--- config.mk ---
export PLATFORM = sky130hd
export DESIGN_NAME = led_matrix_scan_driver
export DESIGN_NICKNAME = d
export VERILOG_FILES = /design/src/rtl/led_matrix_scan_driver.sv
export SDC_FILE = /design/constraint.sdc
export NUM_CORES = 1
export LEC_CHECK = 0
export ABC_AREA = 0
export CAP_MARGIN = 10
export CORE_ASPECT_RATIO = 2
export CORE_UTILIZATION = 55
export DETAILED_ROUTE_END_ITERATION = 8
export PLACE_DENSITY = 0.84
export RECOVER_POWER = 50
export SLEW_MARGIN = 0
export SYNTH_ARGS = -nofsm -noshare
export SYNTH_HDL_FRONTEND = slang
export SYNTH_SLANG_ARGS = --single-unit
--- constraint.sdc ---
create_clock -name clk -period 3.15 [get_ports clk]
set_clock_uncertainty 0.05 [all_clocks]
set_input_delay 0.63 -clock clk [delete_from_list [all_inputs] [get_ports clk]]
set_output_delay 0.63 -clock clk [all_outputs]
set_load 0.01 [all_outputs]
--- src/rtl/led_matrix_scan_driver.sv ---
// Column-scan LED matrix driver: double-buffered rows, blanked column mux.
// Optional MATRIX_DIM_EN adds a bright[2:0] input for per-column row dimming.
module led_matrix_scan_driver #(
  parameter int N_COLS    = 5,
  parameter int N_ROWS    = 7,
  parameter int SCAN_DIV  = 50000,
  parameter int BLANK_CYC = 2
) (
  input  logic              clk,
  input  logic              rst_n,
  input  logic              enable,
  input  logic              wr_en,
  input  logic [2:0]        wr_col,
  input  logic [N_ROWS-1:0] wr_rows,
  input  logic              commit,
`ifdef MATRIX_DIM_EN
  input  logic [2:0]        bright,
`endif
  output logic              commit_pending,
  output logic              wr_err,
  output logic              frame_done,
  output logic [N_COLS-1:0] col_o,
  output logic [N_ROWS-1:0] row_n_o
);

  localparam int CW = $clog2(SCAN_DIV + BLANK_CYC + 1);

  typedef enum logic [1:0] {
    IDLE,
    BLANK,
    DRIVE
  } state_t;

  state_t            state;
  state_t            state_n;
  logic [CW-1:0]     cnt;
  logic [CW-1:0]     cnt_n;
  logic [2:0]        idx;
  logic [2:0]        idx_n;
  logic [N_ROWS-1:0] back  [N_COLS];
  logic [N_ROWS-1:0] front [N_COLS];
  logic              drive_end;
  logic              last_col;
  logic              wrap;
  logic              swap;
  logic              wr_ok;
  logic              lit;

  assign last_col  = (idx == 3'(N_COLS - 1));
  assign drive_end = (state == DRIVE) &&
                     (cnt == CW'(SCAN_DIV - 1));
  assign wrap      = enable && drive_end && last_col;
  assign swap      = commit_pending &&
                     ((state == IDLE) || wrap);
  assign wr_ok     = wr_en &&
                     ({1'b0, wr_col} < 4'(N_COLS));

`ifdef MATRIX_DIM_EN
  logic [2:0]  bright_q;
  logic [31:0] dim_lim;

  assign dim_lim = (32'(bright_q) + 32'd1) *
                   32'(SCAN_DIV / 8);
  assign lit     = (32'(cnt) < dim_lim);

  // Latch brightness once per column, on DRIVE entry
  always_ff @(posedge clk or negedge rst_n) begin
    if (!rst_n) begin
      bright_q <= 3'd7;
    end else if (state == BLANK &&
                 state_n == DRIVE) begin
      bright_q <= bright;
    end
  end
`else
  assign lit = 1'b1;
`endif

  // Scan state, dwell counter and column index
  always_ff @(posedge clk or negedge rst_n) begin
    if (!rst_n) begin
      state <= IDLE;
      cnt   <= '0;
      idx   <= '0;
    end else begin
      state <= state_n;
      cnt   <= cnt_n;
      idx   <= idx_n;
    end
  end

  // Next-state: disable always wins and resets the scan position
  always_comb begin
    state_n = state;
    cnt_n   = cnt;
    idx_n   = idx;
    if (!enable) begin
      state_n = IDLE;
      cnt_n   = '0;
      idx_n   = '0;
    end else begin
      unique case (state)
        IDLE: begin
          state_n = BLANK;
          cnt_n   = '0;
          idx_n   = '0;
        end
        BLANK: begin
          if (cnt == CW'(BLANK_CYC - 1)) begin
            state_n = DRIVE;
            cnt_n   = '0;
          end else begin
            cnt_n = cnt + 1'b1;
          end
        end
        DRIVE: begin
          if (drive_end) begin
            state_n = BLANK;
            cnt_n   = '0;
            idx_n   = last_col ? 3'd0 : idx + 3'd1;
          end else begin
            cnt_n = cnt + 1'b1;
          end
        end
        default: begin
          state_n = IDLE;
          cnt_n   = '0;
          idx_n   = '0;
        end
      endcase
    end
  end

  // Back buffer takes writes; front copies the pre-write back on swap
  always_ff @(posedge clk or negedge rst_n) begin
    if (!rst_n) begin
      for (int i = 0; i < N_COLS; i++) begin
        back[i]  <= '0;
        front[i] <= '0;
      end
    end else begin
      if (wr_ok) begin
        back[wr_col] <= wr_rows;
      end
      if (swap) begin
        for (int i = 0; i < N_COLS; i++) begin
          front[i] <= back[i];
        end
      end
    end
  end

  // Status flags; a fresh commit re-arms pending even on a swap edge
  always_ff @(posedge clk or negedge rst_n) begin
    if (!rst_n) begin
      commit_pending <= 1'b0;
      wr_err         <= 1'b0;
      frame_done     <= 1'b0;
    end else begin
      commit_pending <= commit |
                        (commit_pending & ~swap);
      wr_err         <= wr_en & ~wr_ok;
      frame_done     <= wrap;
    end
  end

  // Registered pin drive, one cycle behind the scan state
  always_ff @(posedge clk or negedge rst_n) begin
    if (!rst_n) begin
      col_o   <= '0;
      row_n_o <= '1;
    end else if (enable && state == DRIVE) begin
      col_o   <= N_COLS'(1) << idx;
      row_n_o <= lit ? ~front[idx] : '1;
    end else begin
      col_o   <= '0;
      row_n_o <= '1;
    end
  end

endmodule

==> flow_metrics.py <==
metrics = {
    "placed_design": {
        "place_congestion": 0.873,
        "place_area_mm2": 0.00562,
        "hpwl_um": 7110,
        "port_buffers": 29,
    },
    "sta": {
        "fin_crit_ns": 2.61,
        "hold_violations": 0,
        "worst_pin_slew_ns": 1.86,
        "period_share": 0.827,
        "slew_headroom": -0.241,
        "tns_ns": 0,
        "worst_hold_slack_ns": 0.414,
        "slew_viol_final": 34,
        "fmax_ghz": 0.384,
        "rsz0062_at_grt": "false",
        "setup_viol": 0,
    },
    "layout": {
        "area_delta_synth_final_pct": 12.3,
        "final_common_cell": "dfrtp_1",
        "fillers": 707,
        "final_cell_mix": "dfrtp_1 (99), nand2_1 (42), o211ai_1 (38)",
        "antenna-diode-count": 0,
        "ff_latch_area_mm2": 0.00266,
        "layout.nets": 527,
        "finalInstanceArea_mm2": 0.00590,
        "multi_input_area_mm2": 0.00239,
        "post-route-util": 0.633,
        "layout-drive-gt1-share": 0.152,
    },
    "setup_path": {
        "cp_max_fo": 16,
        "critPathArrivalTime_ns": 2.75,
        "crit_buf_inv": 1,
        "cp_top_family": "compound AO/OA/AOI/OAI gates",
        "endpoint_kind": "flip-flop",
        "cpMaxStageDelayCell": "or4b_2",
        "cp.required_ns": 3.29,
        "worstSetupPathType": "reg -> reg",
        "start_kind": "flip-flop",
        "max_stage_delay_ns": 0.59,
        "worstPathCellList": "inv_1 -> ha_1 -> or4b_2 -> o41a_1 -> o211ai_2 -> nor2_1",
    },
    "synth": {
        "synth-edff-count": 0,
        "synthDistinctLibCells": 43,
        "synth_seq_cells": 106,
        "synthArstFlopShare": 1.00,
        "synthCells": 480,
        "ys.flop_type": "dfrtp_1",
        "synth_seq_area_share": 0.507,
        "syn_nets": 506,
        "netlist_area_mm2": 0.00525,
        "yosysWarnings": 0,
        "syn_area_per_cell_um2": 10.9,
    },
    "clocking": {
        "cts_buffers": 9,
        "clock-sinks": 106,
        "postCtsHoldBufs": 0,
        "clockRootBuffer": "clkbuf_16",
        "clock_path_buffers": 2,
        "post-cts-setup-buffers": 0,
        "postCtsResizedCells": 0,
        "clkTransAtPathRegs_ns": 0.06,
        "worstSkewPairLatency_ns": 0.34,
        "cts_htree_levels": 3,
        "cts_tree": "yes",
    },
    "worst_hold_path": {
        "min_path_type": "reg -> reg",
    },
    "flow_run": {
        "maxCapViolCount": 1,
    },
    "floorplanning": {
        "die_w_um": 71.1,
        "start_util": 0.564,
        "num_rows": 50,
        "die_height_um": 140,
        "fp.coreArea_mm2": 0.00932,
        "die_area_mm2": 0.00997,
        "io_pins": 30,
    },
    "drt": {
        "vias_per_cell": 6.00,
        "ant_nets": 0,
        "post_drt_wl_per_cell_um": 17.1,
        "drtIter0Drc": 169,
        "route.detailed.drc": 2,
        "drt-total-wl_um": 10400,
        "vias": 3661,
        "drt_pass1_iterations": 7,
    },
    "global_route": {
        "grt_max_degree": 74,
        "first_global_vias": 3659,
        "grt-ovfl-total": 0,
        "grt_first_pass_wirelength_um": 17800,
        "grt_use_total": 0.231,
        "antenna_found_initial": 0,
    },
    "pwr": {
        "total_leakage_power_nw": 2.39,
        "cellPowerDensity_mw_per_mm2": 732,
        "ir_drop_v": 0.000386,
    },
    "status": {
        "run_status": "complete, but fails checks",
        "violations": "design-rule violations, max-capacitance violations, max-slew violations",
    },
}
==> cell type report <==
type,instances,area share
flip-flops and latches,106,0.451
repair buffers,42,0.0683
well taps,104,0.0221
clock buffers,13,0.0407
multi-input cells,333,0.405
inverters,9,0.00573
clock inverters,3,0.00721
==> Yosys cell counts (4+ instances only) <==
master / count / share of area
a22oi_1: 7 / 0.010
nor2b_1: 36 / 0.043
nand2_1: 42 / 0.030
inv_1: 9 / 0.0064
and2_1: 5 / 0.0060
nand2b_1: 36 / 0.043
xor2_1: 9 / 0.015
ha_1: 11 / 0.026
dfrtp_1: 99 / 0.47
dfstp_2: 7 / 0.035
mux2_2: 35 / 0.075
nand3_1: 7 / 0.0067
nor2_1: 15 / 0.011
o21ai_0: 37 / 0.035
and3_1: 4 / 0.0048
nand4_1: 9 / 0.011
mux4_2: 7 / 0.030
o211ai_1: 38 / 0.054
clkbuf_1: 24 / 0.017
==> worst paths after layout <==
kind	slack [ns]	cells past startpoint	startpoint	end
max in group asynchronous	1.11	2	rst_n	row_n_o[3]
worst max register to register	0.54	6	cnt[1]	cnt[7]
worst max-delay path	0.54	6	cnt[1]	cnt[7]
worst min-delay path	0.41	1	front[6]	row_n_o[6]
min in group asynchronous	0.74	1	rst_n	back[7]
worst min register to register	0.41	1	front[6]	row_n_o[6]
==> layer usage <==
layer  up-vias  wire [µm]  track usage
met5         -          0            0
met4         0        340        0.109
met3        28        306       0.0424
met2        86       5630        0.393
met1      1807       4140        0.280
li1       1740          -            -
==> report_power, final <==
group	total, mW	internal (mW)	switching (mW)
clock network	1.08	0.616	0.464
logic	1.29	0.631	0.656
registers	1.95	1.72	0.232
==> sequential cells by signal, indices dropped and copies added (netlist names) <==
| name | count |
|---|---|
| state | 2 |
| frame_done | 1 |
| back | 35 |
| col_o | 5 |
| cnt | 16 |
| commit_pending | 1 |
| wr_err | 1 |
| front | 35 |
| idx | 3 |
| row_n_o | 7 |
==> cell families after synthesis <==
group | count (synthesis) | share of synthesized area
multiplexers | 43 | 0.107
AO/OA/AOI/OAI | 97 | 0.123
flip-flops | 106 | 0.507
adder cells (fa/ha/maj) | 11 | 0.0262
buffers and inverters | 41 | 0.0391
XOR/XNOR | 11 | 0.0183
AND/OR/NAND/NOR | 171 | 0.180
==> stage by stage <==
stage          power [mW]  setup WS, ns  std cells
2_1_floorplan        2.96         0.824        480
3_3_place_gp         3.16         0.613        594
3_5_place_dp         3.25         0.506        594
4_1_cts              4.34         0.496        610
5_1_grt              4.59         0.323        610
6_report             4.32         0.543        610
(Power assumes the default switching activity.)
